<file path="src/rtl/demux14x16_reg.sv">
// ---------------------------------------------------------------------------
// demux14x16_reg
//
// Registered 1-to-4 demultiplexer for datapath words. One word per cycle is
// accepted on a valid/ready input and steered by `cntrl` into one of four
// single-entry output buffers. Each buffer has its own valid/ready handshake,
// so a stalled destination only blocks traffic addressed to it.
//
// Ports:
//   clk         rising-edge clock
//   rst_n       asynchronous active-low reset
//   cntrl[1:0]  destination select, sampled with din when din_valid=1
//   din         input word (WIDTH bits)
//   din_valid   din/cntrl valid this cycle
//   din_ready   selected channel can take a word this cycle (combinational
//               from cntrl, dout_valid and dout_ready only)
//   dout0..3    channel holding registers (hold last value after drain)
//   dout_valid  bit N = doutN holds an undelivered word
//   dout_ready  bit N = consumer N takes doutN this cycle
//   xfer_cnt    16-bit accepted-word counter, wraps; present only when the
//               DEMUX_COUNT_EN macro is defined
// ---------------------------------------------------------------------------
module demux14x16_reg #(
    parameter int WIDTH = 16
) (
    input  logic             clk,
    input  logic             rst_n,
    input  logic [1:0]       cntrl,
    input  logic [WIDTH-1:0] din,
    input  logic             din_valid,
    output logic             din_ready,
    output logic [WIDTH-1:0] dout0,
    output logic [WIDTH-1:0] dout1,
    output logic [WIDTH-1:0] dout2,
    output logic [WIDTH-1:0] dout3,
    output logic [3:0]       dout_valid,
    input  logic [3:0]       dout_ready
`ifdef DEMUX_COUNT_EN
    ,
    output logic [15:0]      xfer_cnt
`endif
);

    logic [WIDTH-1:0] data_p1 [4];
    logic [3:0]       vld_p1;
    logic             accept_p0;

    // Stage p0: selection and handshake (combinational). A full channel can
    // still take a word if its consumer drains it in the same cycle.
    always_comb begin
        din_ready = ~vld_p1[cntrl] | dout_ready[cntrl];
        accept_p0 = din_valid & din_ready;
    end

    // Stage p1: per-channel holding registers. Accept wins over drain so a
    // same-cycle drain+load keeps the valid bit high with no bubble.
    always_ff @(posedge clk or negedge rst_n) begin
        if (!rst_n) begin
            for (int n = 0; n < 4; n++) begin
                data_p1[n] <= '0;
            end
            vld_p1 <= 4'b0000;
        end else begin
            for (int n = 0; n < 4; n++) begin
                if (accept_p0 && (cntrl == 2'(n))) begin
                    data_p1[n] <= din;
                    vld_p1[n]  <= 1'b1;
                end else if (vld_p1[n] && dout_ready[n]) begin
                    vld_p1[n]  <= 1'b0;
                end
            end
        end
    end

`ifdef DEMUX_COUNT_EN
    always_ff @(posedge clk or negedge rst_n) begin
        if (!rst_n) begin
            xfer_cnt <= 16'h0000;
        end else if (accept_p0) begin
            xfer_cnt <= xfer_cnt + 16'h0001;
        end
    end
`endif

    assign dout0      = data_p1[0];
    assign dout1      = data_p1[1];
    assign dout2      = data_p1[2];
    assign dout3      = data_p1[3];
    assign dout_valid = vld_p1;

endmodule

</file>
<file path="config.mk">
export PLATFORM = sky130hd
export DESIGN_NAME = demux14x16_reg
export DESIGN_NICKNAME = d
export VERILOG_FILES = /design/src/rtl/demux14x16_reg.sv
export SDC_FILE = /design/constraint.sdc
export NUM_CORES = 1
export LEC_CHECK = 0
export ABC_AREA = 1
export CELL_PAD_IN_SITES_DETAIL_PLACEMENT = 1
export CELL_PAD_IN_SITES_GLOBAL_PLACEMENT = 2
export CORE_AREA = 3 3 107 109
export DETAILED_ROUTE_END_ITERATION = 16
export DIE_AREA = 0 0 110 112
export GPL_ROUTABILITY_DRIVEN = 0
export PLACE_DENSITY_LB_ADDON = 0.08
export RECOVER_POWER = 50
export SYNTH_ARGS = -nofsm -noshare
export SYNTH_HDL_FRONTEND = slang
export SYNTH_SLANG_ARGS = --single-unit
</file>
<file path="constraint.sdc">
create_clock -name clk -period 2.2 [get_ports clk]
set_input_delay 0.33 -clock clk [delete_from_list [all_inputs] [get_ports clk]]
set_output_delay 0.33 -clock clk [all_outputs]
set_load 0.005 [all_outputs]
</file>
==> results.json, run 1 <==
{
  "gr-total-overflow": 0,
  "cts_setup_buffers": 0,
  "die_h_um": 112,
  "die_w_um": 110,
  "powerDensity_nw_per_um2": 863,
  "clk_path_buf_depth": 2,
  "skew_ns": 0.00774,
  "place_inst": 547,
  "hold_viol": 0,
  "hpwl_mm": 6.81,
  "antenna_left": 0,
  "setup_viol": 0,
  "cts_sinks": 68,
  "drt_iter0_drc": 112,
  "worst-r2r-setup-slack_ns": 0.61,
  "firstDrtPassIters": 4,
  "wl_mm": 9.75,
  "clk_pin_slew_ns": 0.07,
  "wl_per_cell_um": 17.3,
  "fin_util_pct": 40.5,
  "place_area_um2": 4130,
  "crit_path_end": "din_ready",
  "cp.arrival_ns": 1.67,
  "areaGrowthSynthToFinish_pct": 43.5,
  "crit_required_ns": 1.87,
  "hold_slack_ns": 0.467,
  "cts_tree": "done",
  "htreeDepth": 3,
  "most-common-layout-cells": "nand2_1, dfrtp_1, nand4_1, clkdlybuf4s50_1, dlygate4sd3_1",
  "std_cell_rows": 38,
  "reg2reg_depth": 9,
  "core_um2": 10700,
  "vias": 2692,
  "outcome": "finished clean",
  "synthCells": 321,
  "drc_errors": 0,
  "min_from": "dout0[3]",
  "numPortBuffers": 93,
  "ys_top_cells_by_area": "dfrtp_1, nand2_1, nand4_1",
  "critPathMaxFanout": 7,
  "synth_area_um2": 3020,
  "grt_max_degree": 36,
  "drive_gt1_share_pct": 12.3,
  "min_period_over_period_pct": 91.0,
  "holdCritPathClass": "reg2reg",
  "antenna_found_initial": 0,
  "root_buffer": "clkbuf_8",
  "antenna_cells": 0,
  "viasPerCell": 4.77,
  "worst_pin_slew_ns": 0.796,
  "grt_pass1_vias": 2904,
  "cts_made_buffers": 9,
  "max_slew_margin_pct": 46.9,
  "fmax_ghz": 0.500,
  "nNetsFinal": 444,
  "slew_violations": 0,
  "cap_violations": 0,
  "track_usage_pct": 16.8,
  "layoutNonFillerInstCount": 564,
  "synth_top_area_cell": "dfrtp_1",
  "clk_latency_ns": 0.33,
  "start_util_pct": 28.2,
  "final_area_um2": 4330,
  "critical_path_class": "in2out",
  "cp-startpoint": "cntrl[0]",
  "grt_setup_unrepaired": "no",
  "ys_types": 21,
  "grt_first_pass_wirelength_mm": 15.8,
  "synth_top_area_share_pct": 56.3,
  "layout_commonest_cell": "nand2_1",
  "p_leak_nw": 2.11,
  "seq_area_frac_synth_pct": 56.3,
  "synth_area_per_cell_um2": 9.41,
  "die_area_um2": 12300,
  "endpoint_kind": "output pin",
  "ys_seq_elements": 68,
  "ios": 94,
  "vdd_drop_max_v": 0.000284,
  "syn-num-nets": 346,
  "worstReg2RegEnd": "dout2[1]",
  "reg2reg_from": "dout_valid[0]",
  "period_minus_slack_ns": 2.00,
  "ys_warn_count": 0,
  "cp-start-kind": "primary input"
}
==> cell families (layout without fill, tap and decap cells) <==
| group | after synthesis | after routing | share of synthesized area, % |
|---|---|---|---|
| AND/OR/NAND/NOR | 217 | 217 | 36.2 |
| flip-flops | 68 | 68 | 56.3 |
| buffers and inverters | 32 | 135 | 6.79 |
| AO/OA/AOI/OAI | 4 | 4 | 0.663 |
==> flip-flops by register name (all words and copies together) (netlist names) <==
register and flops:
dout0 16, dout1 16, dout2 16, dout_valid 4, dout3 16
==> metal layers <==
metal	vias up	global-route usage, %	routed length (µm)
li1	1279	-	-
met2	73	26.9	4610
met5	-	0	0
met4	0	4.49	76
met1	1333	23.2	4600
met3	7	3.13	466
==> worst min-delay path by stage <==
stage | endpoint | slack [ns] | cells past startpoint
4_1_cts | dout_valid[0] | 0.48 | 2
2_1_floorplan | dout0[0] | 0.03 | 0
5_1_grt | dout3[3] | 0.50 | 2
6_report | dout0[3] | 0.47 | 2
3_5_place_dp | dout_valid[0] | 0.30 | 1
3_3_place_gp | dout_valid[0] | 0.30 | 1
==> critical path, stage by stage <==
cell,delay (ns)
clkdlybuf4s50_1,0.45
buf_4,0.18
inv_4,0.06
nand2_1,0.06
nand2_1,0.05
nand2_1,0.07
nand2_2,0.08
nand2_8,0.07
dlygate4sd2_1,0.31
==> stage by stage <==
step | TNS [ns] | setup WS [ns] | power, mW
floorplan | 0 | 0.797 | 1.99
global placement | -0.0630 | -0.0630 | 2.69
detailed placement | -0.517 | -0.0983 | 2.70
CTS | 0 | 0.169 | 3.87
global route | 0 | 0.115 | 4.00
finish | 0 | 0.199 | 3.74
==> where the power goes <==
| group | internal (mW) | switching, mW | total, mW |
|---|---|---|---|
| sequential | 1.49 | 0.151 | 1.64 |
| combinational | 0.536 | 0.418 | 0.955 |
| clock | 0.665 | 0.478 | 1.14 |
| total | 2.69 | 1.05 | 3.74 |
==> layout make-up <==
class,instances,area [µm²]
sequential,68,1700
timing repair buffer,112,1100
inverter,7,28.8
clock buffer,11,141
clock inverter,5,75.1
fill,1256,6360
tap,140,175
multi-input combinational,221,1110
==> what timing repair did <==
action | CTS | global route
setup endpoints to repair | 1 | 0
endpoints found under the hold margin | 28 | 0
resized for setup | 1 | 0
hold buffers | 1 | 0
==> synth_stat cells, drive strengths merged <==
| cell | instances |
|---|---|
| buf | 23 |
| clkbuf | 2 |
| dfrtp | 68 |
| inv | 7 |
| nand2 | 142 |
| nand3 | 7 |
| nand4 | 64 |
| nor2 | 4 |
| o21ai | 4 |
(Power assumes the default switching activity.)
==> inputs of run 2 (changes only) <==
CORE_AREA = 3 3 103 105   (was 3 3 107 109)
CTS_BUF_LIST = sky130_fd_sc_hd__clkbuf_4 sky130_fd_sc_hd__clkbuf_8   (was not set)
DIE_AREA = 0 0 106 108   (was 0 0 110 112)
==> results.json, run 2 (synthesis gave the netlist of run 1 again) <==
{
  "nFillCells": 1164,
  "place_area_um2": 4100,
  "grt_pass1_vias": 2920,
  "fin_ws_ns": 0.329,
  "critPathSlowestCell": "clkdlybuf4s50_1",
  "worstPathCellList": "clkdlybuf4s50_1 -> buf_6 -> buf_12 -> nor2_8 -> nand2_2 -> nand2_2 -> nor2_4 -> nand2_8 -> dlymetal6s2s_1",
  "worstReg2RegEnd": "dout0[10]",
  "crit_required_ns": 1.87,
  "die_w_um": 106,
  "nNetsFinal": 448,
  "min_period_over_period_pct": 85.1,
  "max_slew_margin_pct": 54.2,
  "whs_path_depth": 2,
  "cp.arrival_ns": 1.54,
  "antenna_found_initial": 0,
  "cp_top_family": "buffers and inverters",
  "layoutNonFillerInstCount": 560,
  "wl_mm": 9.56,
  "p_leak_nw": 2.10,
  "ios": 94,
  "cts_sinks": 68,
  "crit_buf_inv": 4,
  "reg2reg_depth": 9,
  "antenna_left": 0,
  "drt_iter0_drc": 74,
  "clk_path_buf_depth": 2,
  "areaGrowthSynthToFinish_pct": 42.5,
  "htreeDepth": 3,
  "worst_pin_slew_ns": 0.687,
  "grt_max_degree": 38,
  "setup_viol": 0,
  "period_minus_slack_ns": 1.87,
  "vias": 2706,
  "fin_util_pct": 44.2,
  "whs_endpoint": "dout0[2]",
  "cpMostUsedCell": "nand2_2",
  "outcome": "finished clean",
  "register_area_um2": 1700,
  "fmax_ghz": 0.534,
  "cp_slowest_stage_delay_ns": 0.47,
  "vdd_drop_max_v": 0.000263,
  "drc_errors": 0,
  "critPathMaxFanout": 6,
  "endpoint_kind": "output pin",
  "holdCritPathClass": "reg2reg",
  "std_cell_rows": 36,
  "track_usage_pct": 17.7,
  "viasPerCell": 4.83,
  "worst-r2r-setup-slack_ns": 0.59,
  "final_area_um2": 4300,
  "start_util_pct": 31.0,
  "hold_viol": 0,
  "hold_slack_ns": 0.464,
  "cap_violations": 0,
  "antenna_cells": 0,
  "cts_tree": "done",
  "core_um2": 9730,
  "skew_ns": 0.00973,
  "powerDensity_nw_per_um2": 813,
  "dp_slack_ns": -0.0411,
  "layout_commonest_cell": "nand2_1",
  "die_area_um2": 11400,
  "grt_first_pass_wirelength_mm": 15.7,
  "critical_path_class": "in2out",
  "cp-start-kind": "primary input",
  "slew_violations": 0,
  "clk_latency_ns": 0.34,
  "clk_pin_slew_ns": 0.07,
  "die_h_um": 108,
  "cts_made_buffers": 9,
  "hpwl_mm": 6.85,
  "most-common-layout-cells": "nand2_1, dfrtp_1, nand4_1, clkdlybuf4s50_1, dlygate4sd3_1",
  "firstDrtPassIters": 4,
  "reg2reg_from": "dout_valid[0]",
  "root_buffer": "clkbuf_8",
  "multiInputGateArea_um2": 1120,
  "drive_gt1_share_pct": 13.1,
  "gr-total-overflow": 0,
  "numPortBuffers": 93,
  "min_from": "dout0[2]",
  "place_inst": 543,
  "grt_setup_unrepaired": "no",
  "wl_per_cell_um": 17.1
}
[run 2: metal layers]
metal | track usage, % | up-vias | part of all wire (%)
li1 | - | 1290 | -
met1 | 23.1 | 1343 | 45
met2 | 29.9 | 69 | 50
met3 | 3.10 | 4 | 4.1
met4 | 5.92 | 0 | 0.61
met5 | 0 | - | 0
[run 2: worst max path at each step]
stage	start	endpoint	slack (ns)	cells past startpoint
floorplan	cntrl[0]	din_ready	0.80	7
global placement	cntrl[0]	din_ready	0.03	9
detailed placement	cntrl[0]	dout1[12]	-0.04	12
CTS	cntrl[0]	din_ready	0.009	9
global route	cntrl[0]	dout0[10]	0.20	12
finish	cntrl[0]	din_ready	0.33	9
[run 2: power by group]
group	internal, mW	total (mW)	switching [mW]
Clock	0.427	0.902	0.475
Combinational	0.538	0.957	0.418
Sequential	1.49	1.64	0.147
[run 2: area by class of cell]
class                   instances  share of cell area [%]
clock buffers                  10                    3.20
clock inverters                 5                   0.669
inverters                       7                   0.669
multi-input cells             221                    25.9
flip-flops and latches         68                    39.5
well taps                     133                    3.87
repair buffers                116                    26.1
[run 2: what timing repair did]
action | in CTS | in global routing
resized for setup | 1 | 2
hold buffers | 1 | 0
setup endpoints to repair | 1 | 1
pin swaps | 1 | 0
buffers inserted | 1 | 0
hold endpoints to repair | 8 | 0
[run 2: stage by stage]
stage / total power, mW / TNS [ns]
final: 3.50 / 0
after global routing: 3.74 / 0
after CTS: 3.61 / 0
after detailed placement: 2.69 / -0.640
after global placement: 2.67 / 0
after floorplan: 1.99 / 0
[run 2: worst reg2reg max path, delay by kind of cell (launching register included)]
family | cells | cell delay, ns
simple gates | 7 | 0.61
buf+inv | 2 | 0.53
flops | 1 | 0.40
==> inputs of run 3 (changes only) <==
CORE_AREA = 3 3 112 114   (was 3 3 103 105)
DIE_AREA = 0 0 115 117   (was 0 0 106 108)
clock period = 1.65 ns   (was 2.2 ns; I/O delays follow)
==> results.json, run 3 (synthesis gave the netlist of run 1 again) <==
{
  "met2_usage_pct": 25.0,
  "cts_made_buffers": 9,
  "place_inst": 553,
  "cap_violations": 0,
  "grt_util_met1_pct": 20.8,
  "antenna_cells": 0,
  "viasPerCell": 4.68,
  "critPathMaxFanout": 3,
  "wl_per_cell_um": 17.7,
  "vias": 2684,
  "fin_tns_setup_ns": 0,
  "vdd_drop_max_v": 0.000362,
  "wl_mm": 10.1,
  "die_area_um2": 13500,
  "drive_gt1_share_pct": 14.0,
  "antenna_found_initial": 0,
  "holdCritPathClass": "in2reg",
  "gr-total-overflow": 0,
  "most-common-layout-cells": "nand2_1, dfrtp_1, nand4_1, clkdlybuf4s50_1, dlygate4sd3_1",
  "reg2reg_from": "dout_valid[3]",
  "worst-r2r-setup-slack_ns": 0.17,
  "crit_path_end": "dout_valid[2]",
  "reg2reg_depth": 9,
  "endpoint_kind": "output pin",
  "grt-busiest-layer": "met2",
  "areaGrowthSynthToFinish_pct": 43.9,
  "cts_tree": "done",
  "worstReg2RegEnd": "dout2[11]",
  "std_cell_rows": 39,
  "powerDensity_nw_per_um2": 1110,
  "layoutNonFillerInstCount": 573,
  "hpwl_mm": 7.20,
  "hold_slack_ns": 0.353,
  "fmax_ghz": 0.631,
  "skew_ns": 0.00851,
  "root_buffer": "clkbuf_8",
  "cp.arrival_ns": 1.34,
  "nNetsFinal": 451,
  "min_from": "din_valid",
  "cts_sinks": 68,
  "core_um2": 11500,
  "cp-startpoint": "dout_valid[2]",
  "finalPower_mw": 4.84,
  "grt_first_pass_wirelength_mm": 15.8,
  "cp-start-kind": "flop",
  "grt_use_met3_pct": 2.98,
  "clk_latency_ns": 0.35,
  "min_period_over_period_pct": 96.1,
  "p_leak_nw": 2.13,
  "htreeDepth": 3,
  "outcome": "finished clean",
  "clk_pin_slew_ns": 0.08,
  "critical_path_class": "reg2out",
  "grt_setup_unrepaired": "yes",
  "start_util_pct": 26.2,
  "firstDrtPassIters": 4,
  "antenna_left": 0,
  "max_slew_margin_pct": 63.1,
  "numPortBuffers": 93,
  "drt_iter0_drc": 127,
  "track_usage_pct": 15.5,
  "die_w_um": 115,
  "layout_commonest_cell": "nand2_1",
  "ios": 94,
  "die_h_um": 117,
  "slew_violations": 0,
  "setup_viol": 0,
  "hold_viol": 0,
  "crit_required_ns": 1.40,
  "worst_pin_slew_ns": 0.554,
  "period_minus_slack_ns": 1.59,
  "clk_path_buf_depth": 2,
  "grt_pass1_vias": 2840,
  "grt_max_degree": 33,
  "drc_errors": 0
}
==> run 3: routing by layer <==
| metal | part of all wire, % | wire length (µm) | up-vias |
|---|---|---|---|
| met1 | 47 | 4750 | 1310 |
| met3 | 3.8 | 385 | 12 |
| met2 | 48 | 4840 | 71 |
| met4 | 1.5 | 147 | 0 |
| met5 | 0 | 0 | - |
| li1 | - | - | 1291 |
==> run 3: repair_timing <==
action	4_1_cts	5_1_grt
hold buffers	1	0
gates resized for setup	7	1
hold endpoints to repair	18	0
pin swaps	3	2
setup buffers	1	3
setup endpoints to repair	68	61
==> run 3: worst min path at each step <==
stage,cells after the start,end,slack (ns)
5_1_grt,3,dout3[6],0.36
3_5_place_dp,1,dout0[2],0.27
6_report,3,dout3[6],0.35
4_1_cts,3,dout3[6],0.33
3_3_place_gp,1,dout0[2],0.27
2_1_floorplan,0,dout0[0],-0.05
==> run 3: through the flow <==
stage	setup slack, ns	utilization (%)	instance area (µm²)
after CTS	0.0440	37.8	4350
after floorplan	0.359	-	3020
final	0.0645	37.7	4350
after global routing	-0.00179	37.7	4350
after detailed placement	-0.475	35.9	4140
after global placement	-0.383	35.9	4140
==> run 3: area by class of cell <==
class / count / area (µm²)
clock buffers: 10 / 131
clock inverters: 5 / 53.8
fillers: 1315 / 7170
inverters: 7 / 28.8
multi-input cells: 221 / 1110
flip-flops and latches: 68 / 1700
well taps: 143 / 179
repair buffers: 119 / 1140
==> run 3: report_power, final <==
group	internal (mW)	switching, mW
clock	0.702	0.658
sequential	1.99	0.193
combinational	0.727	0.567
total	3.42	1.42
==> run 3: critical path: stages, from the launching register on <==
cell and delay, ns:
dfrtp_1 0.37, buf_4 0.12, clkdlybuf4s50_1 0.50
